==> config.mk <==
export PLATFORM = sky130hd
export DESIGN_NAME = abacus_top
export DESIGN_NICKNAME = d
export VERILOG_FILES = /design/src/rtl/abacus_top.sv
export SDC_FILE = /design/constraint.sdc
export NUM_CORES = 2
export LEC_CHECK = 0
export BUFFER_PORTS_ARGS = -buffer_cell sky130_fd_sc_hd__buf_2
export CAP_MARGIN = 20
export CORE_ASPECT_RATIO = 0.5
export CORE_UTILIZATION = 65
export DETAILED_ROUTE_END_ITERATION = 8
export PLACE_DENSITY = 0.91
export SYNTH_ARGS = -nofsm -noshare
export SYNTH_HDL_FRONTEND = slang
export SYNTH_SLANG_ARGS = --single-unit
==> constraint.sdc <==
create_clock -name clk -period 3.76 [get_ports clk]
set_clock_uncertainty 0.15 [all_clocks]
set_input_delay 0.188 -clock clk [delete_from_list [all_inputs] [get_ports clk]]
set_output_delay 0.188 -clock clk [all_outputs]
set_load 0.02 [all_outputs]
==> src/rtl/abacus_top.sv <==
// ABACUS CPU profiler: Wishbone-slave counter block that tallies issued RV32IMA
// instructions by class and I/D-cache events, readable through a 256-byte window.
module abacus_top #(
  parameter logic [31:0] ABACUS_BASE_ADDR             = 32'hF003_0000,
  parameter bit          INCLUDE_INSTRUCTION_PROFILER = 1'b1,
  parameter bit          INCLUDE_CACHE_PROFILER       = 1'b1
) (
  input  logic        clk,
  input  logic        rst,
  input  logic        wb_cyc,
  input  logic        wb_stb,
  input  logic        wb_we,
  input  logic [31:0] wb_adr,
  input  logic [31:0] wb_dat_i,
  output logic [31:0] wb_dat_o,
  output logic        wb_ack,
  input  logic [31:0] abacus_instruction,
  input  logic        abacus_instruction_issued,
  input  logic        abacus_icache_request,
  input  logic        abacus_dcache_request,
  input  logic        abacus_icache_miss,
  input  logic        abacus_dcache_hit,
  input  logic        abacus_icache_line_fill_in_progress,
  input  logic        abacus_dcache_line_fill_in_progress
);

  localparam int unsigned CNT_W    = 32;
  localparam int unsigned N_INSTR  = 11;
  localparam int unsigned N_CACHE  = 6;
  localparam int unsigned IDX_W    = 6;

  localparam logic [6:0] OP_LOAD   = 7'b0000011;
  localparam logic [6:0] OP_STORE  = 7'b0100011;
  localparam logic [6:0] OP_IMM    = 7'b0010011;
  localparam logic [6:0] OP_REG    = 7'b0110011;
  localparam logic [6:0] OP_BRANCH = 7'b1100011;
  localparam logic [6:0] OP_JAL    = 7'b1101111;
  localparam logic [6:0] OP_JALR   = 7'b1100111;
  localparam logic [6:0] OP_SYSTEM = 7'b1110011;
  localparam logic [6:0] OP_FENCE  = 7'b0001111;
  localparam logic [6:0] OP_AMO    = 7'b0101111;

  logic                    instr_en;
  logic                    cache_en;
  logic                    sel_c;
  logic                    req_c;
  logic                    clear_c;
  logic [IDX_W-1:0]        idx_c;
  logic [CNT_W-1:0]        rdata_c;
  logic [N_INSTR-1:0]      cls_c;
  logic [N_INSTR-1:0]      instr_inc_c;
  logic [N_CACHE-1:0]      cache_inc_c;
  logic [N_INSTR-1:0][CNT_W-1:0] instr_cnt;
  logic [N_CACHE-1:0][CNT_W-1:0] cache_cnt;
  logic                    unused_c;

  assign unused_c = ^{wb_adr[1:0], wb_dat_i[31:1],
                      abacus_instruction[24:15], abacus_instruction[11:7]};

  // Bus decode: a held request completes every second cycle because ack gates req
  assign sel_c   = wb_cyc & wb_stb & (wb_adr[31:8] == ABACUS_BASE_ADDR[31:8]);
  assign req_c   = sel_c & ~wb_ack;
  assign idx_c   = wb_adr[7:2];
  assign clear_c = req_c & wb_we & (idx_c == IDX_W'(0)) & wb_dat_i[0];

  // Instruction class decode, one-hot or zero
  always_comb begin
    logic [6:0] op;
    logic [2:0] f3;
    logic       f7z;
    logic       f7s;
    logic       alu_imm_or_reg;
    cls_c          = '0;
    op             = abacus_instruction[6:0];
    f3             = abacus_instruction[14:12];
    f7z            = (abacus_instruction[31:25] == 7'b0000000);
    f7s            = (abacus_instruction[31:25] == 7'b0100000);
    alu_imm_or_reg = (op == OP_IMM) | ((op == OP_REG) & f7z);
    cls_c[0]  = (op == OP_LOAD);
    cls_c[1]  = (op == OP_STORE);
    cls_c[2]  = (f3 == 3'b000) & alu_imm_or_reg;
    cls_c[3]  = (op == OP_REG) & (f3 == 3'b000) & f7s;
    cls_c[4]  = ((f3 == 3'b100) | (f3 == 3'b110) | (f3 == 3'b111)) & alu_imm_or_reg;
    cls_c[5]  = ((f3 == 3'b001) | (f3 == 3'b101)) & ((op == OP_IMM) | (op == OP_REG)) &
                (f7z | f7s);
    cls_c[6]  = ((f3 == 3'b010) | (f3 == 3'b011)) & alu_imm_or_reg;
    cls_c[7]  = (op == OP_BRANCH);
    cls_c[8]  = (op == OP_JAL) | (op == OP_JALR);
    cls_c[9]  = (op == OP_SYSTEM) | (op == OP_FENCE);
    cls_c[10] = (op == OP_AMO);
  end

  assign instr_inc_c = {N_INSTR{instr_en & abacus_instruction_issued}} & cls_c;
  assign cache_inc_c = {N_CACHE{cache_en}} &
                       {abacus_dcache_line_fill_in_progress, abacus_dcache_hit,
                        abacus_dcache_request, abacus_icache_line_fill_in_progress,
                        abacus_icache_miss, abacus_icache_request};

  // Counter banks; clear takes priority over a coincident increment
  if (INCLUDE_INSTRUCTION_PROFILER) begin : g_instr
    for (genvar i = 0; i < N_INSTR; i++) begin : g_cnt
      logic [CNT_W-1:0] count;
      always_ff @(posedge clk or negedge rst) begin
        if (!rst)                count <= '0;
        else if (clear_c)        count <= '0;
        else if (instr_inc_c[i]) count <= count + CNT_W'(1);
      end
      assign instr_cnt[i] = count;
    end
  end else begin : g_no_instr
    assign instr_cnt = '0;
  end

  if (INCLUDE_CACHE_PROFILER) begin : g_cache
    for (genvar i = 0; i < N_CACHE; i++) begin : g_cnt
      logic [CNT_W-1:0] count;
      always_ff @(posedge clk or negedge rst) begin
        if (!rst)                count <= '0;
        else if (clear_c)        count <= '0;
        else if (cache_inc_c[i]) count <= count + CNT_W'(1);
      end
      assign cache_cnt[i] = count;
    end
  end else begin : g_no_cache
    assign cache_cnt = '0;
  end

  // Read mux over the register window; unmapped and CTRL read as zero
  always_comb begin
    rdata_c = '0;
    if (idx_c == IDX_W'(1)) begin
      rdata_c = CNT_W'(instr_en);
    end else if (idx_c == IDX_W'(2)) begin
      rdata_c = CNT_W'(cache_en);
    end else if ((idx_c >= IDX_W'(4)) && (idx_c <= IDX_W'(14))) begin
      rdata_c = instr_cnt[4'(idx_c - IDX_W'(4))];
    end else if ((idx_c >= IDX_W'(16)) && (idx_c <= IDX_W'(21))) begin
      rdata_c = cache_cnt[3'(idx_c - IDX_W'(16))];
    end
  end

  // Bus response and enable registers
  always_ff @(posedge clk or negedge rst) begin
    if (!rst) begin
      wb_ack   <= 1'b0;
      wb_dat_o <= '0;
      instr_en <= 1'b0;
      cache_en <= 1'b0;
    end else begin
      wb_ack <= req_c;
      if (req_c) begin
        if (wb_we) begin
          if (idx_c == IDX_W'(1)) instr_en <= wb_dat_i[0];
          if (idx_c == IDX_W'(2)) cache_en <= wb_dat_i[0];
        end else begin
          wb_dat_o <= rdata_c;
        end
      end
    end
  end

endmodule

* Word level (Yosys, flattened, before mapping)
Index checks and enable logic that the tools add are counted.
Operators by class: reduce and logical (&&, ||, !) cells 25, equality and inequality tests 21, order comparisons 6, bitwise operators 28, add/subtract/negate cells 19, multiplexer cells 42
Operators with widths (number):
- $mux W32 | 40
- $add A32 B1 Y32 const B | 17
- $bmux W32 S4 | 1
- $bmux W32 S3 | 1
- $reduce_bool A2 Y1 | 17
- $eq A7 B6 Y1 const B | 4
- $eq A7 B7 Y1 const B | 4
- $eq A24 B24 Y1 const B | 1
- $and A1 B1 Y1 | 15
- $eq A3 B3 Y1 const B | 4
- $and A11 B11 Y11 | 1
- $or A1 B1 Y1 | 9
- $eq A7 B2 Y1 const B | 1
- $eq A7 B4 Y1 const B | 1
- $eq A7 B5 Y1 const B | 1
- $logic_not A7 Y1 | 1
- $and A6 B6 Y6 | 1
- $eq A3 B2 Y1 const B | 2
- $eq A6 B1 Y1 const B | 1
- $eq A6 B2 Y1 const B | 1
- $ge A6 B3 Y1 const B | 1
- $ge A6 B5 Y1 const B | 1
- $le A6 B4 Y1 const B | 1
- $le A6 B5 Y1 const B | 1
- 11 further kinds | 14
Storage, ports and cells: flip-flop bits (word level) 579, output and inout bits 33, logic and storage cells 162, input port bits 108

* Depth between registers and ports, before layout
word-level depth 7, gate-level depth with buffers 11, mapped depth without buffers 7

* Least setup slack after synthesis
OpenSTA, ideal clock, no wires.
path type in2reg, start point input port wb_adr[4], end point register g_instr.g_cnt[3].count[16], arrival time 2.273 ns, setup time 0.136 ns, stages 11, setup slack 1.201 ns, data required time 3.474 ns, buffers on the path 5, path through clkbuf_1 inv_2 clkbuf_1 ha_1 nand4_1 or4_1 clkbuf_1 clkbuf_1 clkbuf_1 nand3b_1 o21ai_0
On the way: cells in the longest elaborated chain, start to end 4, elaborated cells between the ends (all ways) 5, those cells by class 1 x mux; 2 x bitwise; 2 x reduce/logical
Ends and longest elaborated chain:
- start: declaration | line 13 | input logic [31:0] wb_adr,
- $logic_not A6 Y1 (*) | line 64 | assign clear_c = req_c & wb_we & (idx_c == IDX_W'(0)) & wb_dat_i[0];
- $and A1 B1 Y1 (*) (2 in a row) | line 64
- $mux W32 / $reduce_bool A2 Y1 (equally long branches)
- end signal: assignment | line 106 | else if (instr_inc_c[i]) count <= count + CNT_W'(1);
- end: declaration | line 102 | logic [CNT_W-1:0] count;
Every way passes the cells marked *; elsewhere a longest branch is shown, timed or not. A chain may end at the register's enable or synchronous reset.

* Worst setup path in the final report
start point register instr_en, end point register g_instr.g_cnt[1].count[24]
On the way: cells in the longest elaborated chain, start to end 3
Ends and longest elaborated chain:
- start: declaration | line 43 | logic instr_en;
- start signal: assignment | line 153 | if (idx_c == IDX_W'(1)) instr_en <= wb_dat_i[0];
- $and A1 B1 Y1 | line 93 | assign instr_inc_c = {N_INSTR{instr_en & abacus_instruction_issued}} & cls_c;
- $and A11 B11 Y11 | line 93
- $reduce_bool A2 Y1 (no line)
- end signal: assignment | line 106
- end: declaration | line 102
Every way passes these cells.

==> results <==
- The run finished with clean final reports.
- The per-cell via count in the routed design is 6.96.
- The width of the die is 325 um.
- Summed over all layers, the global routing overflow is 0.
- The initial antenna violation count is 4.
- Yosys attributes the largest share of cell area to dfrtp_1 43%, mux4_2 6.3%, xnor2_1 6.2%.
- The critical path is of the reg2reg type.
- The detailed-route wire length per cell is 23.1 um.
- Data on the critical path is required at its endpoint by 4.12 ns.
- Once detail routing completed, the nets flagged for antenna violations numbered 0.
- The worst register-to-register path has a setup slack of 0.66 ns.
- The fraction of post-synthesis cell area in the top cell type by area is 0.428.
- The setup TNS is 0 ns.
- Of the synthesized area, sequential elements account for 0.428.
- The initial utilization of the core area, before any placement, comes to 0.666.
- Among all cell types in the netlist, the one instantiated most often is dfrtp_1.
- The number of rows in the core area is 58.
- The die covers 53000 um2.
- The clock buffer count from CTS is 52.
- For this design the ratio of total power to cell area is 344 nW/um2.
- The worst register-to-register path begins at instr_en.
- The routed wire length is 101 mm.
- In this run, the number of DRC markers left after iteration 0 of detailed routing was 4426.
- The count of endpoints failing setup in the final report is 0.
- The max-cap violation count is 0.
- The worst hold path belongs to the class in2reg.
- For this design the static power due to leakage is 15.6 nW.
- The cell-internal power is 0.00983 W.
- The minimum clock period after layout is 3.10 ns.
- The clock network power share is 0.465.
- The number of hold violations in the final report came to 0.
- For this run, the total global-route usage over all layers was measured as 0.379.
- The quantity of I/O buffers inserted on ports is 92.
- In this run the cell area of the synthesized design comes to 33800 um2.
- The endpoint of the worst hold path is g_instr.g_cnt[1].count[0].
- The switching power total is 0.00293 W.
- VDD sags by at most 0.346 mV.
- The DRC violation count after routing is 0.
- Static timing analysis puts the maximum clock frequency at 0.322 GHz.
- The share of total power in combinational logic is 0.047.
- The number of global-route vias before repair is 29.5k.
- The half-perimeter wire length of the detailed placement result is 69.3 mm.
- The number of synthesized register bits is 579.
- The average instance area after synthesis is 9.37 um2.
- The global placement routability congestion is 0.962.
- The later pin in the worst-skew pair is clocked with a latency of 0.60 ns.
- The number of cells on the worst reg-to-reg path is 5.
- The finished cells cover 37200 um2.
- The final layout net count is 3752.
- STA classifies the critical path startpoint as a flop.
- CTS built an H-tree with a depth of 2.
- The count of TritonRoute iterations in the first routing pass is 8.
- The number of buffers on the longest clock path is 3.
- The count of distinct cell types in the synthesized netlist is 64.
- For the worst setup path, the data arrival time is 3.46 ns.
- The die is 163 um tall.
- The first global-routing pass estimated 159 mm of wire.
- Synthesis handed over a netlist of 3609 instances.
- The count of cells along the worst hold path is 5.
- The number of sinks on the clock net is 579.
- The share of async-settable or async-resettable flops after synthesis is 1.00.
- The kind of capture point of the worst setup path is a flop.
- When the netlist entered floorplanning its net count stood at 3737.
- Setup repair after global routing left no endpoint under its margin.
- The number of buffers added for setup after CTS is 0.
- Of the total power, the share spent switching nets is 0.229.
- The via total after detailed routing is 30.3k.
- The most used flip-flop cell after synthesis is dfrtp_1.
- Pin placement for this block handled 141 I/O pins.
- The clock root buffer is clkbuf_16.
- The placeable core region is 50800 um2.
- The Yosys step of the flow raised 0 warnings.
- The synthesized design spends more area on one cell type than any other, namely dfrtp_1.
- The headroom to the max-slew limit is 0.303.
- Of all nets on the critical path, the largest fanout is 11.
- The clock tree from TritonCTS is built.
- The maximum number of pins on one net before global-route repair is 120.
- The worst min-delay path startpoint is abacus_instruction[3].
- The proportion of power drawn by flip-flops and latches is 0.488.
- The transition time at the pin with the least slew margin is 1.05 ns.
- The final cycle utilization of the critical path is 0.825.
- The share of post-route cells with drive strength above 1 is 0.106.
- After clock tree synthesis, the clock-pin slew on the worst setup and hold paths is 0.07 ns.
- Counting flops with a built-in enable in the synthesized netlist gives 0.
- From synthesis to final layout, the design area changed by 9.86%.
- Sorting the synthesized cells by how often they occur yields 579 x dfrtp_1, 452 x nor2_1, 243 x nand2_1, 241 x xnor2_1, 194 x nand3_1.
- The capturing point of the worst reg2reg path is g_instr.g_cnt[1].count[24].
- The area of placed instances is 35100 um2.
- The number of pins exceeding their max-slew limit in the final report was 0.
-- state kept, by name, summed over array words and instances, names as in the netlist --
register / cells
cache_en: 1
wb_ack: 1
g_cache.g_cnt.count: 192
wb_dat_o: 32
g_instr.g_cnt.count: 352
instr_en: 1
-- how the worst max path moves through the flow --
stage	from	to	slack [ns]	cells after the start
after detailed placement	abacus_instruction[26]	g_instr.g_cnt[4].count[28]	0.70	8
after CTS	wb_ack	wb_dat_o[13]	0.69	5
after floorplan	wb_adr[4]	g_instr.g_cnt[3].count[16]	1.20	11
final	instr_en	g_instr.g_cnt[1].count[24]	0.66	5
after global routing	instr_en	g_instr.g_cnt[7].count[26]	0.53	6
after global placement	wb_adr[4]	wb_dat_o[1]	0.62	6
-- timing repair --
| item | in CTS | in global routing |
|---|---|---|
| resized for setup | 0 | 0 |
| endpoints found under the hold margin | 126 | 0 |
| hold buffers | 15 | 0 |
-- metal layers --
metal  vias up  wire, um  GRT usage  share of wire
met5         -        44          0        0.00044
met4         6      4950      0.180          0.049
met3       353     11400     0.0859           0.11
met2      1923     47000      0.617           0.47
met1     14900     37100      0.486           0.37
li1      13100         -          -              -
-- logic make-up after synthesis --
logic type                 synth area share
buffers and inverters                0.0343
and+or+nand+nor                       0.259
muxes                                0.0885
DFF                                   0.428
xor gates and xnor gates              0.103
adders and majority gates           0.00740
AOI/OAI and AO/OA                    0.0789
-- final cells by class --
cell class,instances,area (um2)
Multi-Input combinational cell,2730,18200
Sequential cell,579,14500
Fill cell,3334,13600
Clock buffer,72,1520
Timing Repair Buffer,190,1460
Tap cell,690,863
Clock inverter,20,344
Inverter,71,267
Antenna cell,3,7.51
-- power groups by stage --
stage | clock, W | sequential (W) | combinational, W
floorplan | 0 | 0.00635 | 0.000264
global placement | 0 | 0.00634 | 0.000561
detailed placement | 0 | 0.00634 | 0.000575
CTS | 0.00592 | 0.00623 | 0.000590
global route | 0.00617 | 0.00622 | 0.000647
finish | 0.00593 | 0.00622 | 0.000605
-- cells in the final DEF (no fill, tap or decap), drive strengths merged, types with 82 or more instances in the layout --
master / synthesis / routed
nand2: 243 / 243
a21oi: 141 / 141
nor4: 147 / 147
mux4: 95 / 95
nand4: 163 / 163
nor3: 96 / 96
xnor2: 241 / 241
o21ai: 181 / 181
xor2: 158 / 158
nand3: 194 / 194
nor2: 452 / 452
dfrtp: 579 / 579
or3: 83 / 83
buf: 44 / 173
mux2i: 82 / 82
-- worst max-delay path: stages, from the launching register on --
cell	delay, ns
dfrtp_1	0.59
and4_1	0.65
nand4_1	0.42
or4_1	0.66
or3_1	0.38
a21oi_1	0.18
-- through the flow --
| stage | worst slack, ns | util | power [W] | cells | hold WS [ns] |
|---|---|---|---|---|---|
| after detailed placement | 0.698 | 0.691 | 0.00692 | 4243 | 0.209 |
| after global placement | 0.622 | 0.691 | 0.00691 | 4242 | 0.200 |
| final | 0.656 | 0.731 | 0.0128 | 4355 | 0.0499 |
| after CTS | 0.692 | 0.731 | 0.0127 | 4350 | 0.0216 |
| after floorplan | 1.20 | - | 0.00661 | 3609 | -0.258 |
| after global routing | 0.532 | 0.731 | 0.0130 | 4353 | 0.0487 |
Power figures use the tool's default switching activity.
